`src/rtl/k_and_s_pkg.sv`:
```
// k_and_s_pkg: shared types and constants for the K&S processor.
//   decoded_instruction_type : instruction classes decoded from IR by data_path
//   ctrl_state_type          : control_unit sequencer states
//   ctrl_out_t               : bundle of every control strobe driven into data_path
//   ALU_*                    : ALU operation encodings (both units use these)
//   dispatch / alu_op / branch_taken : decode helpers used by control_unit
package k_and_s_pkg;

   typedef enum logic [3:0] {
      I_NOP    = 4'h0,
      I_LOAD   = 4'h1,
      I_STORE  = 4'h2,
      I_MOVE   = 4'h3,
      I_ADD    = 4'h4,
      I_SUB    = 4'h5,
      I_AND    = 4'h6,
      I_OR     = 4'h7,
      I_BRANCH = 4'h8,
      I_BZERO  = 4'h9,
      I_BNZERO = 4'hA,
      I_BNEG   = 4'hB,
      I_BNNEG  = 4'hC,
      I_HALT   = 4'hF
   } decoded_instruction_type;

   typedef enum logic [3:0] {
      FETCH,
      LOAD_IR,
      DECODE,
      EXEC_ALU,
      LOAD_WAIT,
      LOAD_WB,
      STORE,
      EXEC_BRANCH,
      HALT
   } ctrl_state_type;

   localparam logic [1:0] ALU_ADD = 2'b00;
   localparam logic [1:0] ALU_SUB = 2'b01;
   localparam logic [1:0] ALU_AND = 2'b10;
   localparam logic [1:0] ALU_OR  = 2'b11;

   typedef struct packed {
      logic       branch;
      logic       pc_enable;
      logic       ir_enable;
      logic       addr_sel;
      logic       c_sel;
      logic [1:0] operation;
      logic       write_reg_enable;
      logic       flags_reg_enable;
      logic       ram_write_enable;
      logic       halt;
   } ctrl_out_t;

   // Unlisted encodings fall back to FETCH, i.e. behave as NOP.
   function automatic ctrl_state_type dispatch(decoded_instruction_type di);
      case (di)
         I_ADD, I_SUB, I_AND, I_OR, I_MOVE:              return EXEC_ALU;
         I_LOAD:                                         return LOAD_WAIT;
         I_STORE:                                        return STORE;
         I_BRANCH, I_BZERO, I_BNZERO, I_BNEG, I_BNNEG:   return EXEC_BRANCH;
         I_HALT:                                         return HALT;
         default:                                        return FETCH;
      endcase
   endfunction

   // MOVE shares the OR encoding so the ALU computes A|A.
   function automatic logic [1:0] alu_op(decoded_instruction_type di);
      case (di)
         I_SUB:        return ALU_SUB;
         I_AND:        return ALU_AND;
         I_OR, I_MOVE: return ALU_OR;
         default:      return ALU_ADD;
      endcase
   endfunction

   function automatic logic branch_taken(decoded_instruction_type di, logic zero, logic neg);
      case (di)
         I_BRANCH: return 1'b1;
         I_BZERO:  return zero;
         I_BNZERO: return !zero;
         I_BNEG:   return neg;
         I_BNNEG:  return !neg;
         default:  return 1'b0;
      endcase
   endfunction

endpackage

```
`src/rtl/control_unit_if.sv`:
```
// control_unit_if: control/status bundle between control_unit and data_path.
//   master : control_unit side (reads decode and flags, drives strobes)
//   slave  : data_path side (drives decode and flags, reads strobes)
interface control_unit_if;
   import k_and_s_pkg::*;

   decoded_instruction_type decoded_instruction;
   logic                    zero_op;
   logic                    neg_op;
   logic                    unsigned_overflow;
   logic                    signed_overflow;

   logic                    branch;
   logic                    pc_enable;
   logic                    ir_enable;
   logic                    addr_sel;
   logic                    c_sel;
   logic [1:0]              operation;
   logic                    write_reg_enable;
   logic                    flags_reg_enable;
   logic                    ram_write_enable;
   logic                    halt;

   modport master (
      input  decoded_instruction, zero_op, neg_op, unsigned_overflow, signed_overflow,
      output branch, pc_enable, ir_enable, addr_sel, c_sel, operation,
             write_reg_enable, flags_reg_enable, ram_write_enable, halt
   );

   modport slave (
      output decoded_instruction, zero_op, neg_op, unsigned_overflow, signed_overflow,
      input  branch, pc_enable, ir_enable, addr_sel, c_sel, operation,
             write_reg_enable, flags_reg_enable, ram_write_enable, halt
   );

endinterface

```
`src/rtl/control_unit.sv`:
```
// control_unit: multi-cycle Moore sequencer for the K&S processor.
// Steps each instruction through FETCH / LOAD_IR / DECODE / execute and
// stretches RAM reads by RAM_LATENCY cycles (legal range 1..7).
// Ports:
//   clk   : clock, rising edge
//   rst_n : synchronous active-low reset; all outputs forced to 0 while low
//   cu    : control_unit_if.master (decode/flags in, control strobes out)
module control_unit
   import k_and_s_pkg::*;
#(
   parameter int unsigned RAM_LATENCY = 1
) (
   input  logic           clk,
   input  logic           rst_n,
   control_unit_if.master cu
);

   localparam int unsigned    CW   = $clog2(RAM_LATENCY + 1);
   localparam logic [CW-1:0] LAST = CW'(RAM_LATENCY - 1);
   localparam logic [CW-1:0] ONE  = CW'(1);

   ctrl_state_type state_q, state_d;
   logic [CW-1:0]  cnt_q, cnt_d;
   ctrl_out_t      out_q, out_d, out_v;

   // Outputs are registered: they are computed for the state being entered,
   // so decode-dependent fields (operation, branch) are captured in DECODE,
   // when IR and the flags are already stable.
   function automatic ctrl_out_t state_outputs(ctrl_state_type s,
                                               decoded_instruction_type di,
                                               logic zero, logic neg);
      ctrl_out_t o;
      o = '0;
      case (s)
         LOAD_IR: begin
            o.ir_enable = 1'b1;
            o.pc_enable = 1'b1;
         end
         EXEC_ALU: begin
            o.write_reg_enable = 1'b1;
            o.operation        = alu_op(di);
            o.flags_reg_enable = (di != I_MOVE);
         end
         LOAD_WAIT: o.addr_sel = 1'b1;
         LOAD_WB: begin
            o.addr_sel         = 1'b1;
            o.c_sel            = 1'b1;
            o.write_reg_enable = 1'b1;
         end
         STORE: begin
            o.addr_sel         = 1'b1;
            o.ram_write_enable = 1'b1;
         end
         EXEC_BRANCH: begin
            o.pc_enable = 1'b1;
            o.branch    = branch_taken(di, zero, neg);
         end
         HALT:    o.halt = 1'b1;
         default: o = '0;
      endcase
      return o;
   endfunction

   always_comb begin
      state_d = state_q;
      cnt_d   = '0;
      case (state_q)
         FETCH: begin
            if (cnt_q == LAST) state_d = LOAD_IR;
            else               cnt_d   = cnt_q + ONE;
         end
         LOAD_IR: state_d = DECODE;
         DECODE:  state_d = dispatch(cu.decoded_instruction);
         LOAD_WAIT: begin
            if (cnt_q == LAST) state_d = LOAD_WB;
            else               cnt_d   = cnt_q + ONE;
         end
         EXEC_ALU, LOAD_WB, STORE, EXEC_BRANCH: state_d = FETCH;
         HALT:    state_d = HALT;
         default: state_d = FETCH;
      endcase
      out_d = state_outputs(state_d, cu.decoded_instruction, cu.zero_op, cu.neg_op);
   end

   always_ff @(posedge clk) begin
      if (!rst_n) begin
         state_q <= FETCH;
         cnt_q   <= '0;
         out_q   <= '0;
      end else begin
         state_q <= state_d;
         cnt_q   <= cnt_d;
         out_q   <= out_d;
      end
   end

   // Combinational gate so no strobe can coincide with a reset edge.
   assign out_v = rst_n ? out_q : '0;

   assign cu.branch           = out_v.branch;
   assign cu.pc_enable        = out_v.pc_enable;
   assign cu.ir_enable        = out_v.ir_enable;
   assign cu.addr_sel         = out_v.addr_sel;
   assign cu.c_sel            = out_v.c_sel;
   assign cu.operation        = out_v.operation;
   assign cu.write_reg_enable = out_v.write_reg_enable;
   assign cu.flags_reg_enable = out_v.flags_reg_enable;
   assign cu.ram_write_enable = out_v.ram_write_enable;
   assign cu.halt             = out_v.halt;

   // Overflow flags are observed only; they have no control effect.
   logic unused_overflow;
   assign unused_overflow = cu.unsigned_overflow ^ cu.signed_overflow;

endmodule

```
`src/flat_wrapper.sv`:
```
// flat-port wrapper written by rule: the top's interface ports become plain ports
module control_unit_flat import k_and_s_pkg::*;
#(
   parameter int unsigned RAM_LATENCY = 1
)
  (clk, rst_n, cu_decoded_instruction, cu_zero_op, cu_neg_op, cu_unsigned_overflow, cu_signed_overflow, cu_branch, cu_pc_enable, cu_ir_enable, cu_addr_sel, cu_c_sel, cu_operation, cu_write_reg_enable, cu_flags_reg_enable, cu_ram_write_enable, cu_halt);
  control_unit_if cu_i ();
  input  logic clk;
  input  logic rst_n;
  input wire logic [$bits(cu_i.decoded_instruction)-1:0] cu_decoded_instruction;
  input wire logic [$bits(cu_i.zero_op)-1:0] cu_zero_op;
  input wire logic [$bits(cu_i.neg_op)-1:0] cu_neg_op;
  input wire logic [$bits(cu_i.unsigned_overflow)-1:0] cu_unsigned_overflow;
  input wire logic [$bits(cu_i.signed_overflow)-1:0] cu_signed_overflow;
  output wire logic [$bits(cu_i.branch)-1:0] cu_branch;
  output wire logic [$bits(cu_i.pc_enable)-1:0] cu_pc_enable;
  output wire logic [$bits(cu_i.ir_enable)-1:0] cu_ir_enable;
  output wire logic [$bits(cu_i.addr_sel)-1:0] cu_addr_sel;
  output wire logic [$bits(cu_i.c_sel)-1:0] cu_c_sel;
  output wire logic [$bits(cu_i.operation)-1:0] cu_operation;
  output wire logic [$bits(cu_i.write_reg_enable)-1:0] cu_write_reg_enable;
  output wire logic [$bits(cu_i.flags_reg_enable)-1:0] cu_flags_reg_enable;
  output wire logic [$bits(cu_i.ram_write_enable)-1:0] cu_ram_write_enable;
  output wire logic [$bits(cu_i.halt)-1:0] cu_halt;
  assign cu_i.decoded_instruction = cu_decoded_instruction;
  assign cu_i.zero_op = cu_zero_op;
  assign cu_i.neg_op = cu_neg_op;
  assign cu_i.unsigned_overflow = cu_unsigned_overflow;
  assign cu_i.signed_overflow = cu_signed_overflow;
  assign cu_branch = cu_i.branch;
  assign cu_pc_enable = cu_i.pc_enable;
  assign cu_ir_enable = cu_i.ir_enable;
  assign cu_addr_sel = cu_i.addr_sel;
  assign cu_c_sel = cu_i.c_sel;
  assign cu_operation = cu_i.operation;
  assign cu_write_reg_enable = cu_i.write_reg_enable;
  assign cu_flags_reg_enable = cu_i.flags_reg_enable;
  assign cu_ram_write_enable = cu_i.ram_write_enable;
  assign cu_halt = cu_i.halt;
  control_unit #(.RAM_LATENCY(RAM_LATENCY)) u_core (.clk(clk), .rst_n(rst_n), .cu(cu_i));
endmodule
```
`config.mk`:
```
export PLATFORM = sky130hd
export DESIGN_NAME = control_unit_flat
export DESIGN_NICKNAME = d
export VERILOG_FILES = /design/src/rtl/k_and_s_pkg.sv /design/src/rtl/control_unit_if.sv /design/src/rtl/control_unit.sv /design/src/flat_wrapper.sv
export SDC_FILE = /design/constraint.sdc
export NUM_CORES = 1
export LEC_CHECK = 0
export BUFFER_PORTS_ARGS = -buffer_cell sky130_fd_sc_hd__buf_2
export CAP_MARGIN = 10
export CORE_MARGIN = 5
export CORE_UTILIZATION = 30
export CTS_CLUSTER_DIAMETER = 200
export DETAILED_ROUTE_END_ITERATION = 16
export GPL_TIMING_DRIVEN = 0
export PLACE_DENSITY = 0.57
export SLEW_MARGIN = 5
export SYNTH_ARGS = -nofsm -noshare
export SYNTH_HDL_FRONTEND = slang
export SYNTH_SLANG_ARGS = --single-unit
```
`constraint.sdc`:
```
create_clock -name clk -period 2.51 [get_ports clk]
set_input_delay 0.502 -clock clk [delete_from_list [all_inputs] [get_ports clk]]
set_output_delay 0.502 -clock clk [all_outputs]
set_load 0.01 [all_outputs]
```
==> impl_metrics.py <==
metrics = {
    "run_status": {
        "status": "completed",
    },
    "worst_setup_path": {
        "start_kind": "flop",
        "crit_path_max_fanout": 8,
        "worstSetupEndpointType": "flop",
        "slowest_delay_ns": 0.53,
        "rr_worst_depth": 5,
        "crit_path_top_delay_cell": "or4b_1",
        "arrival_ns": 2.34,
        "critPathKind": "flop to flop",
        "cp.required_ns": 2.74,
        "timing.rr.end": "u_core.out_q[9]$_SDFF_PN0_",
        "critical_path.cell_chain": "or4b_1 -> buf_2 -> o31a_4 -> a2111oi_2 -> o21ba_1",
        "ff2ff_setup_slack_ns": 0.40,
        "worstReg2RegStart": "u_core.state_q[3]$_SDFF_PN0_",
    },
    "detailed_routing": {
        "routedWlPerCell_microns": 10.9,
        "via_per_inst": 4.86,
        "dr.pass1.iters": 4,
        "drt_wl_total_microns": 1550,
        "drc": 0,
        "num_vias": 695,
        "drt-initial-drc-count": 2,
        "ant_nets": 0,
    },
    "floorplanning": {
        "dieArea_sq_mm": 0.00393,
        "start_util": 0.307,
        "die_w_microns": 62.7,
        "ioPinCount": 21,
        "die_h_microns": 62.7,
        "rows": 19,
        "core_region_area_sq_mm": 0.00271,
    },
    "grt": {
        "first_global_vias": 670,
        "grt_pass1_wl_microns": 2770,
        "grt.total_usage": 0.0853,
        "grt_overflow": 0,
        "grt_max_degree": 11,
        "antenna_found_initial": 0,
    },
    "hold_path": {
        "whs_path_depth": 2,
        "hold_end": "u_core.state_q[2]$_SDFF_PN0_",
        "hold_path_class": "input port to flop",
        "worstHoldStart": "rst_n",
    },
    "place": {
        "hpwl_microns": 1260,
        "io_buffers": 17,
        "placedInstanceArea_sq_um": 957,
        "gp_congestion": 0.813,
    },
    "logic_synthesis": {
        "yosysSeqAreaShare": 0.384,
        "ys.flop_type": "dfxtp_1",
        "synth_area_sq_um": 833,
        "syn_nets": 105,
        "synthArstFlopShare": 0,
        "syn_inst": 91,
        "yosys_register_bits": 16,
        "syn_area_per_cell_sq_um": 9.16,
        "synth_cell_types": 36,
        "yosys_warnings": 0,
        "synth-edff-count": 0,
    },
    "clock_tree": {
        "cts_max_level": 1,
        "cts_inserted_buffers": 3,
        "ctsHoldBuffers": 0,
        "cts_resized": 0,
        "cts_sinks": 16,
        "postCtsSetupBuffers": 0,
        "cts_tree": "built",
        "clkLatencyLatePin_ns": 0.28,
        "clock_path_buffers": 2,
        "cts-root-buf": "clkbuf_4",
        "clkTransAtPathRegs_ns": 0.08,
    },
    "power": {
        "power_density_mw_per_mm2": 533,
        "vdd_drop_max_v": 0.000342,
        "p_leak_nw": 0.453,
    },
    "timing": {
        "rsz0062_at_grt": "no",
        "max_freq_mhz": 474,
        "final-hold-violation-count": 0,
        "whs_ns": 0.466,
        "setup_tns_ns": 0,
        "finalMaxSlewViolations": 0,
        "max_slew_margin": 0.576,
        "worst_slew_pin_slew_ns": 0.632,
        "setup_viol": 0,
        "fin_skew_ns": 0.000991,
        "fin_crit_ns": 2.11,
        "period_share": 0.840,
    },
    "layout": {
        "syn_to_final_growth_pct": 19.2,
        "seqCellArea_sq_um": 320,
        "layout_common_cells": "buf_2 (18), dfxtp_1 (16), and2_1 (12)",
        "num-nets-final": 127,
        "multi_input_area_sq_um": 482,
        "drive_above_1_share": 0.232,
        "mostFrequentLayoutCell": "buf_2",
        "antenna_cells": 0,
        "design_area_sq_um": 993,
        "fill_cells": 294,
    },
    "flow_run": {
        "drv_cap": 0,
    },
}
-- worst max path at each step --
stage | end | slack (ns) | from | depth (start not counted)
floorplan | u_core.out_q[9]$_SDFF_PN0_ | 0.56 | u_core.state_q[3]$_SDFF_PN0_ | 5
global placement | u_core.out_q[2]$_SDFF_PN0_ | 0.38 | cu_decoded_instruction[1] | 7
detailed placement | u_core.out_q[3]$_SDFF_PN0_ | 0.35 | cu_decoded_instruction[1] | 7
CTS | u_core.out_q[9]$_SDFF_PN0_ | 0.39 | u_core.state_q[3]$_SDFF_PN0_ | 5
global route | u_core.out_q[9]$_SDFF_PN0_ | 0.30 | u_core.state_q[3]$_SDFF_PN0_ | 5
finish | u_core.out_q[9]$_SDFF_PN0_ | 0.40 | u_core.state_q[3]$_SDFF_PN0_ | 5
-- cell usage after synthesis (all sizes together), types with 2 or more instances --
master	n	area (sq um)
mux2i	2	20.0
or4b	2	20.0
clkbuf	3	11.3
nor4	2	18.8
and4	2	17.5
o31a	2	26.3
ha	4	50.1
nand2	2	7.51
dfxtp	16	320
or3	3	18.8
nor2	5	18.8
a21oi	5	25.0
nor3	7	35.0
and2	12	75.1
nand2b	2	12.5
inv	4	15.0
o211a	2	20.0
-- kinds of logic after synthesis --
group,count (synthesis),share of synthesized area
adder cells (fa/ha/maj),4,0.0601
AND/OR/NAND/NOR,43,0.320
flip-flops,16,0.384
multiplexers,2,0.0240
AO/OA/AOI/OAI,17,0.170
buffers and inverters,8,0.0375
other,1,0.00450
-- state kept, by name, indices dropped and copies added (netlist names) --
name / flops
u_core.state_q: 4
u_core.out_q: 11
u_core.cnt_q: 1
-- stage by stage --
step | power (mW) | setup slack (ns) | cells | util
floorplan | 0.348 | 0.562 | 91 | -
global placement | 0.373 | 0.384 | 139 | 0.353
detailed placement | 0.375 | 0.353 | 139 | 0.353
CTS | 0.540 | 0.389 | 143 | 0.367
global route | 0.567 | 0.298 | 143 | 0.367
finish | 0.529 | 0.400 | 143 | 0.367
-- power breakdown --
group | switching (mW) | leakage (nW) | internal (mW) | total [mW]
Sequential | 0.00763 | 0.130 | 0.265 | 0.273
Clock | 0.0727 | 0.0210 | 0.0883 | 0.161
Combinational | 0.0539 | 0.302 | 0.0412 | 0.0951
Total | 0.134 | 0.453 | 0.395 | 0.529
-- final cells by class --
cell class | instances | area share
clock buffer | 4 | 0.0365
multi-input combinational | 67 | 0.485
tap | 31 | 0.0390
timing repair buffer | 17 | 0.0856
buffer | 4 | 0.0164
sequential | 16 | 0.322
inverter | 4 | 0.0151
-- worst max-delay path, delay by kind of cell, from the launching register on --
| kind | cells | cell delay [ns] |
|---|---|---|
| AND/OR/NAND/NOR | 1 | 0.53 |
| AO/OA/AOI/OAI | 3 | 0.99 |
| flip-flops | 1 | 0.37 |
| buffers and inverters | 1 | 0.17 |
-- metal layers --
metal  track usage  share of wire  up-vias
met2         0.150           0.51       11
met3        0.0360          0.054        2
met4        0.0239         0.0058        0
li1              -              -      369
met5             0              0        -
met1        0.0926           0.43      313
Power figures use the tool's default switching activity.
